File: config.mk
export PLATFORM = sky130hd
export DESIGN_NAME = mmu_select
export DESIGN_NICKNAME = d
export VERILOG_FILES = /design/src/rtl/mmu_select.sv
export SDC_FILE = /design/constraint.sdc
export NUM_CORES = 1
export LEC_CHECK = 0
export CORE_UTILIZATION = 35
export CTS_BUF_LIST = sky130_fd_sc_hd__clkbuf_16
export DETAILED_ROUTE_END_ITERATION = 6
export PLACE_DENSITY_LB_ADDON = 0.08
export SYNTH_ARGS = -nofsm -noshare
export SYNTH_HDL_FRONTEND = slang
export SYNTH_SLANG_ARGS = --single-unit
File: constraint.sdc
create_clock -name D_CLK -period 1.8 [get_ports D_CLK]
set_input_delay 0.27 -clock D_CLK [delete_from_list [all_inputs] [get_ports D_CLK]]
set_output_delay 0.27 -clock D_CLK [all_outputs]
set_load 0.02 [all_outputs]
File: src/rtl/mmu_select.sv
// mmu_select: dwells DWELL cycles on one input channel, then steps sequentially (D_OFF=0)
// or jumps pseudo-randomly (D_OFF=1). Build macro MMU_SKIP_INVALID_EN makes sequential stepping skip invalid channels.
module mmu_select #(
   parameter int N_CH  = 4,
   parameter int WIDTH = 64,
   parameter int DWELL = 10000000,
   localparam int IDX_W = (N_CH > 1) ? $clog2(N_CH) : 1
) (
   input  logic                  D_CLK,
   input  logic                  D_RST_N,
   input  logic                  D_OFF,
   input  logic [N_CH*WIDTH-1:0] IN,
   input  logic [N_CH-1:0]       IN_VALID,
   output logic [WIDTH-1:0]      OUT,
   output logic                  OUT_VALID,
   input  logic                  OUT_READY,
   output logic [IDX_W-1:0]      CUR_IDX,
   output logic                  SWITCH,
   output logic [N_CH-2:0]       LED
);

   // Handshake: OUT/OUT_VALID is a one-deep valid/ready stage. A word transfers on a
   // D_CLK edge where OUT_VALID=1 and OUT_READY=1; while OUT_VALID=1 and OUT_READY=0
   // the stage holds its word and the dwell counter freezes.

   localparam int               CNT_W     = (DWELL > 1) ? $clog2(DWELL) : 1;
   localparam logic [CNT_W-1:0] CNT_LAST  = CNT_W'(DWELL - 1);
   localparam logic [15:0]      LFSR_SEED = 16'hACE1;

   typedef enum logic {
      SEQ = 1'b0,
      RND = 1'b1
   } mode_t;

   mode_t            state_q, state_d;
   logic [CNT_W-1:0] cnt_q, cnt_d;
   logic [IDX_W-1:0] cur_idx_q, cur_idx_d;
   logic [IDX_W-1:0] seq_idx;
   logic [IDX_W-1:0] rnd_raw, rnd_idx;
   logic [N_CH-2:0]  led_q, led_d;
   logic             switch_q, switch_d;
   logic [15:0]      lfsr_q, lfsr_d;
   logic [WIDTH-1:0] out_q;
   logic             out_valid_q;
   logic [WIDTH-1:0] sel_word;
   logic             sel_valid;
   logic             stall;
   logic             boundary;
`ifdef MMU_SKIP_INVALID_EN
   logic [IDX_W-1:0] skip_cand;
   logic             skip_found;
`endif

   function automatic logic [IDX_W-1:0] wrap_inc(input logic [IDX_W-1:0] idx);
      if (idx == IDX_W'(N_CH - 1)) begin
         return '0;
      end
      return idx + IDX_W'(1);
   endfunction

   assign stall     = out_valid_q & ~OUT_READY;
   assign boundary  = ~stall & (cnt_q == CNT_LAST);
   assign sel_word  = IN[int'(cur_idx_q)*WIDTH +: WIDTH];
   assign sel_valid = IN_VALID[cur_idx_q];

   // Maximal-length x^16+x^14+x^13+x^11+1; free-running so stalls still stir it.
   assign lfsr_d = {lfsr_q[14:0], lfsr_q[15] ^ lfsr_q[13] ^ lfsr_q[12] ^ lfsr_q[10]};

   // Fold the upper half of the LFSR code space back into range.
   always_comb begin
      rnd_raw = lfsr_q[IDX_W-1:0];
      rnd_idx = rnd_raw;
      if (int'(rnd_raw) >= N_CH) begin
         rnd_idx = rnd_raw - IDX_W'(N_CH);
      end
   end

   always_comb begin
      seq_idx = wrap_inc(cur_idx_q);
`ifdef MMU_SKIP_INVALID_EN
      skip_found = 1'b0;
      skip_cand  = cur_idx_q;
      for (int i = 0; i < N_CH; i++) begin
         skip_cand = wrap_inc(skip_cand);
         if (!skip_found && IN_VALID[skip_cand]) begin
            seq_idx    = skip_cand;
            skip_found = 1'b1;
         end
      end
`endif
   end

   always_comb begin
      state_d   = state_q;
      cnt_d     = cnt_q;
      cur_idx_d = cur_idx_q;
      switch_d  = 1'b0;
      if (boundary) begin
         cnt_d    = '0;
         switch_d = 1'b1;
         state_d  = D_OFF ? RND : SEQ;
         if (D_OFF) begin
            cur_idx_d = rnd_idx;
         end else if (state_q == RND) begin
            cur_idx_d = '0;
         end else begin
            cur_idx_d = seq_idx;
         end
      end else if (!stall) begin
         cnt_d = cnt_q + CNT_W'(1);
      end
   end

   always_comb begin
      led_d = '0;
      for (int k = 0; k < N_CH - 1; k++) begin
         led_d[k] = (int'(cur_idx_d) > k);
      end
   end

   always_ff @(posedge D_CLK or negedge D_RST_N) begin
      if (!D_RST_N) begin
         state_q   <= SEQ;
         cnt_q     <= '0;
         cur_idx_q <= '0;
         led_q     <= '0;
         switch_q  <= 1'b0;
         lfsr_q    <= LFSR_SEED;
      end else begin
         state_q   <= state_d;
         cnt_q     <= cnt_d;
         cur_idx_q <= cur_idx_d;
         led_q     <= led_d;
         switch_q  <= switch_d;
         lfsr_q    <= lfsr_d;
      end
   end

   always_ff @(posedge D_CLK or negedge D_RST_N) begin
      if (!D_RST_N) begin
         out_q       <= '0;
         out_valid_q <= 1'b0;
      end else if (!out_valid_q || OUT_READY) begin
         out_q       <= sel_word;
         out_valid_q <= sel_valid;
      end
   end

   assign OUT       = out_q;
   assign OUT_VALID = out_valid_q;
   assign CUR_IDX   = cur_idx_q;
   assign SWITCH    = switch_q;
   assign LED       = led_q;

endmodule

==> Word level (Yosys, flattened, before mapping) <==
Index checks and enable logic that the tools add are counted.
{ "totals": {"regBits": 112, "out_inout_bits": 71, "word_cells": 39} }
{ "classes": {"add_sub_neg": 2, "order_cmp": 4, "n_eq_ne": 3, "shift": 1, "mux": 12, "bitwise_logic": 7, "n_reduce_logical": 2} }
{ "ops": {"columns": ["operator", "n"], "rows": [
  ["variable part select 256 x 9 -> 64 bit", 1],
  ["two-way mux 24 bit", 2],
  ["adder 24 x 1 -> 24 bit, second input constant", 1],
  ["== test 24 bit, second input constant", 1],
  ["two-way mux 2 bit", 5],
  ["> comparator 2 x 1 -> 1 bit, second input constant", 2],
  ["two-way mux 1 bit", 4],
  ["less-than comparator 2 x 3 -> 1 bit, second input constant", 1],
  ["XOR 1 bit", 3],
  ["adder 2 x 1 -> 2 bit, second input constant", 1],
  ["bitwise AND 1 bit", 2],
  ["binary-select mux 1 bit (select 2 bit)", 1],
  ["== test 2 bit, second input constant", 1],
  ["> comparator 2 bit, second input constant", 1],
  ["inequality test 2 x 1 -> 1 bit, second input constant", 1],
  ["inverter 1 bit", 2],
  ["zero test 1 bit", 1],
  ["logical OR 1 bit", 1]
]} }

==> Longest topological paths before layout <==
Gate-level depths: netlist (run 1).
{ "logic_depth": {"ltp_word": 7, "ltp_mapped": 7, "depth_no_buf": 5} }

==> Least setup slack after synthesis (run 1) <==
OpenSTA, ideal clock, no wires.
{ "synth_timing": {"kind": "reg2reg", "startpoint": "reg cur_idx_q[0], in the netlist CUR_IDX[0]", "endpoint": "reg out_q[34], in the netlist OUT[34]", "setup_time_ns": 0.117, "arrival_time_ns": 1.683, "slack_ns": 0.000, "stages_incl_launch_ff": 7, "period_less_slack_ns": 1.800, "path_cell_list": "dfrtp_1 > buf_2 > buf_4 > buf_4 > mux4_2 > nand2_1 > nand2_1"} }
{ "synth_via": {"elab_chain_len": 1} }
{ "synth_lines": {"columns": ["element", "line_no", "rtl"], "rows": [
  ["start: declaration", "37", "logic [IDX_W-1:0] cur_idx_q, cur_idx_d;"],
  ["start signal: assignment", "132", "cur_idx_q <= cur_idx_d;"],
  ["variable part select 256 x 9 -> 64 bit", "63", "assign sel_word = IN[int'(cur_idx_q)*WIDTH +: WIDTH];"],
  ["end signal: assignment", "144", "out_q <= sel_word;"],
  ["end: declaration", "43", "logic [WIDTH-1:0] out_q;"]
]} }
Every way passes these cells.
A chain may end at the register's enable or synchronous reset.

==> Worst setup path after layout (run 1) <==
{ "layout_timing": {"startpoint": "reg cnt_q[22]", "endpoint": "reg cur_idx_q[0], in the netlist CUR_IDX[0]"} }
{ "layout_via": {"elab_chain_len": 3} }
{ "layout_lines": {"columns": ["element", "line_no", "rtl"], "rows": [
  ["start: declaration", "36", "logic [CNT_W-1:0] cnt_q, cnt_d;"],
  ["start signal: assignment", "131", "cnt_q <= cnt_d;"],
  ["== test 24 bit", "62", "assign boundary = ~stall & (cnt_q == CNT_LAST);"],
  ["bitwise AND 1 bit", "62", null],
  ["two-way mux 2 bit", "98", "if (boundary) begin"],
  ["via cur_idx_d[0]", "37", null]
]} }
The timed path passes the listed nets, and every way through them passes these cells.

==> reports/metrics.csv, run 1 <==
metric,value,unit
DRC viols,0,
# fillers,1340,
Routed WL,20050,microns
Unique masters post-synth,39,
post-route ant nets,0,
Final period util,98.88,%
outcome,finished clean,
fin nets,1138,
WHS Endpoint,lfsr_q[9],
Critical Path Start Type,flip-flop,
worst vdd ir,466.6,uV
Port Buffers,334,
unrepaired setup endpoints after global routing,true,
first-pass GRT wire length,31480,microns
Setup Total Neg Slack,0,ns
# Max-Cap Violations,0,
Synth Flop Type,dfrtp_1,
routed via count,5343,
Synth Register Bits,112,
final hold vios,0,
Pleak,4.233,nW
Critical Path End Type,flip-flop,
Initial Util,35.89,%
Cell Rows,47,
clk_skew,0.007372,ns
r2r endpoint,CUR_IDX[0],
P&R area growth vs syn,70.32,%
mapped cell area,5973,sq um
Crit Path Max Fanout,8,
number of flops mapped to enable cells by yosys,0,
initial antenna violation count,2,
Pre-Repair DR Iteration Count,4,
Synth top area share,43.57,%
post-layout min period,1.780,ns
Core ar.,16640,sq um
Hold Path Depth,0,
Root Driver,clkbuf_16,
achievable frequency,0.5619,GHz
FF-to-FF setup slack,0.02,ns
Final GP Congestion,0.8725,
Congestion Overflow GR,0,
I/O pins,335,
Routed WL per cell,18.24,microns
number of global-route vias before repair,5725,
# clock sinks,112,
worst reg2reg path depth,5,
Area contributors post-synth,"dfrtp_1 44%, mux4_2 25%, nand2_1 13%",
hold slack,0.3520,ns
Tot GR Track Use,23.48,%
area of the die,17590,sq um
Post-DP HPWL,16190,microns
H-tree levels,3,
r2r startpoint,cnt_q[22],
Clock Latency Late Sink,0.34,ns
post-synthesis sequential area ratio,47.09,%
TritonCTS Buffers,9,
via/cell ratio,4.862,
die width,132.6,microns
Worst Hold Launch,lfsr_q[8],
clk buf depth,2,
yosys warns,0,
syn_nets,786,
async set-reset flop share out of synthesis,100.0,%
Slew headroom,74.88,%
CP arrival,2.00,ns
hold crit path type,reg2reg,
critical path class,reg2reg,
Die Height,132.6,microns
average size of a mapped cell,11.49,sq um
1st-iter DRT viols,266,
clk slew on worst S/H paths,0.07,ns
Synth Instances,520,
Worst-Margin Slew,0.3719,ns
ratio of cells with drive above 1 in the final layout,16.88,%
Power Density,642.6,nW/um^2
largest net degree at the start of global routing,68,
final setup fails,0,
Required @ worst endpoint,2.02,ns
"Slew Viols, Final",0,
CTS tree,done,
cell taking the most area after synthesis,dfrtp_1,
[sequential cells by signal, indices dropped and copies added (netlist names)]
name,flops
SWITCH,1
state_q,1
CUR_IDX,2
LED,3
OUT_VALID,1
lfsr_q,16
cnt_q,24
OUT,64
[report_power, final]
part / leakage (nW) / switching, mW / internal (mW)
clock: 0.142 / 0.887 / 1.07
sequential: 1.39 / 0.169 / 2.73
combinational: 2.70 / 0.676 / 1.01
total: 4.23 / 1.73 / 4.81
[layout by cell type (no fill, tap or decap), drive strengths merged, types with 2 or more instances in the layout]
cell and n:
and3 4, nor4b 5, ha 2, diode 2
nand2b 2, nand2 208, dfstp 8, dfrtp 104
mux2 4, nor2 17, inv 4, clkbuf 9
nor3 7, nand3 13, nor4 5, buf 41
mux4 65, clkinv 3, xnor2 18, clkdlybuf4s50 332
xor2 7, nand4 4, o21ai 3
[per-stage QoR]
stage	std cells	area, sq um	util [%]	total power [mW]	worst slack (ns)
2_1_floorplan	520	5973	-	3.514	0.0003408
3_3_place_gp	1077	9817	58.99	4.600	-0.2690
3_5_place_dp	1077	9817	58.99	4.637	-0.2907
4_1_cts	1094	10130	60.85	6.612	-0.002321
5_1_grt	1099	10170	61.13	6.840	-0.09840
6_report	1099	10170	61.13	6.537	0.02019
[synthesized netlist by cell type, types with 5 or more instances]
library cell and number:
buf_1 5, nand3_1 11, nor3_1 6, xnor2_1 18
nor2_1 17, xor2_1 7, dfstp_2 8, buf_2 9
clkbuf_1 15, nand2_1 208, dfrtp_1 104, mux4_2 65
[layout make-up]
type                       instances  area (sq um)  share of cell area [%]
clock inverter                     7         62.56                  0.6149
inverter                           2         7.507                 0.07379
multi-input combinational        372          3027                   29.75
tap                              220         275.3                   2.706
antenna                            2         5.005                 0.04919
sequential                       112          2818                   27.70
clock buffer                       9         225.2                   2.214
timing repair buffer             375          3754                   36.90
[kinds of logic after synthesis]
family / count (synthesis) / share of synthesized area (%)
AO/OA/AOI/OAI: 6 / 0.6074
XOR/XNOR: 25 / 3.666
adder cells (fa/ha/maj): 2 / 0.4189
buffers and inverters: 36 / 2.891
flip-flops: 112 / 47.09
multiplexers: 69 / 25.45
AND/OR/NAND/NOR: 270 / 19.88
[critical path, cell delays in order, from the launching register on]
cell,delay (ns)
dfrtp_1,0.42
nor4b_4,0.30
nand4b_1,0.22
nor4_4,0.23
buf_6,0.19
mux2_4,0.30
[per-layer routing]
layer | part of all wire, % | track usage [%] | vias up | wire length [microns]
met3 | 4.9 | 4.674 | 35 | 978
met1 | 39 | 28.50 | 2617 | 7840
met2 | 52 | 40.44 | 179 | 10520
met4 | 3.5 | 10.47 | 0 | 709
met5 | 0 | 0 | - | 0
li1 | - | - | 2512 | -
[how the worst max path moves through the flow]
stage	cells after the start	startpoint	end	slack (ns)
2_1_floorplan	6	CUR_IDX[0]	OUT[34]	0.0003
4_1_cts	5	cnt_q[22]	CUR_IDX[0]	-0.002
6_report	5	cnt_q[22]	CUR_IDX[0]	0.02
3_5_place_dp	6	OUT_READY	LED[1]	-0.29
3_3_place_gp	6	OUT_READY	LED[1]	-0.27
5_1_grt	5	cnt_q[22]	CUR_IDX[0]	-0.1
[repair_timing]
action                                  CTS  global route
pin swaps                                 3             1
hold buffers                              1             0
endpoints found under the setup margin   13            15
buffers inserted                          0             3
endpoints found under the hold margin    21             0
gates resized for setup                   4             3
Power figures use the tool's default switching activity.
==> inputs of run 2 (changes only) <==
--- a/config.mk
+++ b/config.mk
@@ -9,6 +9,7 @@
 export CTS_BUF_LIST = sky130_fd_sc_hd__clkbuf_16
 export DETAILED_ROUTE_END_ITERATION = 6
 export PLACE_DENSITY_LB_ADDON = 0.08
+export SLEW_MARGIN = 20
 export SYNTH_ARGS = -nofsm -noshare
 export SYNTH_HDL_FRONTEND = slang
 export SYNTH_SLANG_ARGS = --single-unit
==> results of run 2 <==
The final DEF is identical to that of run 1; final timing and power are the same.
==> inputs of run 3 (changes only) <==
--- a/config.mk
+++ b/config.mk
@@ -5,9 +5,11 @@
 export SDC_FILE = /design/constraint.sdc
 export NUM_CORES = 1
 export LEC_CHECK = 0
+export CORE_MARGIN = 2
 export CORE_UTILIZATION = 35
 export CTS_BUF_LIST = sky130_fd_sc_hd__clkbuf_16
 export DETAILED_ROUTE_END_ITERATION = 6
+export GPL_TIMING_DRIVEN = 1
 export PLACE_DENSITY_LB_ADDON = 0.08
 export SLEW_MARGIN = 20
 export SYNTH_ARGS = -nofsm -noshare
==> run 3 against run 2 <==
Sequential share of layout area about the same. Via count is 0.24% lower. Cell count about the same. Critical endpoint is now state_q. Count of clock-buffer cells in the layout is the same.
==> reports/metrics.csv, run 3 (synthesized netlist as in run 1, its figures left out) <==
metric,value,unit
CTS tree,done,
max reg flops,64,
Root Driver,clkbuf_16,
Initial Util,35.89,%
"Slew Viols, Final",0,
Die Height,134.6,microns
achievable frequency,0.5705,GHz
clk_skew,0.008454,ns
# clock sinks,112,
clk buf depth,2,
post-layout min period,1.753,ns
Worst-Margin Slew,0.4981,ns
WHS Endpoint,lfsr_q[7],
Pleak,4.233,nW
H-tree levels,3,
first-pass GRT wire length,32710,microns
Routed WL,20990,microns
TritonCTS Buffers,9,
Crit Path Max Fanout,4,
die width,134.6,microns
1st-iter DRT viols,233,
# fillers,1384,
Critical Path Start Type,input port,
ratio of cells with drive above 1 in the final layout,17.10,%
via/cell ratio,4.854,
worst vdd ir,532.6,uV
area of the die,18130,sq um
Core ar.,16640,sq um
I/O pins,335,
Port Buffers,334,
final worst slack,0.04720,ns
hold slack,0.3564,ns
Post-DP HPWL,17230,microns
number of global-route vias before repair,5897,
unrepaired setup endpoints after global routing,true,
fin nets,1138,
Congestion Overflow GR,0,
P&R area growth vs syn,70.38,%
"commonest non-fill, non-tap cell in the layout",clkdlybuf4s50_1,
FF-to-FF setup slack,0.07,ns
DRC viols,0,
final hold vios,0,
Routed WL per cell,19.11,microns
critical path's slowest cell,clkdlybuf4s50_1,
r2r endpoint,state_q,
Final GP Congestion,0.8640,
r2r startpoint,cnt_q[18],
post-route ant nets,0,
Slew headroom,66.80,%
# Max-Cap Violations,0,
Power Density,645.3,nW/um^2
dpl cells,1073,
Pre-Repair DR Iteration Count,4,
Hold Path Depth,0,
Tot GR Track Use,23.95,%
area used by multi-input combinational logic,3028,sq um
outcome,finished clean,
clk slew on worst S/H paths,0.07,ns
Final period util,97.38,%
routed via count,5330,
worst reg2reg path depth,5,
crit path cell chain,clkdlybuf4s50_1 -> nand2b_2 -> nand4_4 -> nor4_4 -> buf_4 -> mux2_4,
register area,2818,sq um
initial antenna violation count,3,
CP arrival,1.99,ns
most frequent cells in the layout,"332 x clkdlybuf4s50_1, 208 x nand2_1, 102 x dfrtp_1, 65 x mux4_2, 33 x buf_4",
Required @ worst endpoint,2.04,ns
pre-CTS setup slack,-0.3359,ns
Worst Hold Launch,lfsr_q[6],
Clock Latency Late Sink,0.35,ns
largest net degree at the start of global routing,45,
Cell Rows,47,
fin area,10180,sq um
Placement Cell Area,9774,sq um
Non-Filler Instances,1098,
delay of the slowest critical-path stage,0.55,ns
final setup fails,0,
critical path class,in2reg,
Critical Path End Type,flip-flop,
hold crit path type,reg2reg,
[run 3: cell count changes in the layout (fill, tap and decap cells not counted), sizes merged]
cell      previous run  this run
diode                2         1
clkinvlp             1         2
inv                  4         3
[run 3: cell type report]
class | count | area share (%)
Multi-Input combinational cell | 372 | 29.75
Tap cell | 220 | 2.705
Antenna cell | 1 | 0.02459
Inverter | 2 | 0.07376
Clock buffer | 9 | 2.213
Clock inverter | 7 | 0.7008
Sequential cell | 112 | 27.69
Timing Repair Buffer | 375 | 36.85
[run 3: routing by layer]
layer  global-route usage, %  vias up  share of wire (%)
li1                        -     2513                  -
met1                   27.44     2613                 38
met2                   43.68      171                 55
met3                   6.344       29                5.4
met4                   7.251        4                2.0
met5                       0        -               0.16
[run 3: what timing repair did]
action | 4_1_cts | 5_1_grt
buffers inserted | 5 | 2
pin swaps | 2 | 0
setup endpoints to repair | 9 | 9
gates resized for setup | 2 | 4
hold buffers | 1 | 0
endpoints found under the hold margin | 24 | 0
[run 3: worst max-delay path by stage]
stage / start / endpoint / slack (ns) / cells after the start
finish: OUT_READY / state_q / 0.05 / 6
global route: cnt_q[7] / state_q / -0.02 / 5
CTS: cnt_q[8] / state_q / -0.007 / 5
detailed placement: OUT_READY / state_q / -0.34 / 6
global placement: OUT_READY / CUR_IDX[1] / -0.30 / 6
floorplan: CUR_IDX[0] / OUT[34] / 0.0003 / 6
[run 3: power breakdown]
part	leakage [nW]	internal, mW	switching (mW)
logic	2.71	1.00	0.677
clock network	0.139	1.08	0.909
registers	1.39	2.73	0.171
[run 3: per-stage QoR]
step	power, mW	utilization (%)	setup TNS, ns
after floorplan	3.514	-	0
after global placement	4.604	58.73	-4.427
after detailed placement	4.644	58.73	-6.013
after CTS	6.665	60.91	-0.006656
after global routing	6.893	61.15	-0.07509
final	6.568	61.15	0
[run 3: critical path: cells and delay by family]
family,cells,cell delay (ns)
mux,1,0.30
simple gates,3,0.66
buf+inv,2,0.75
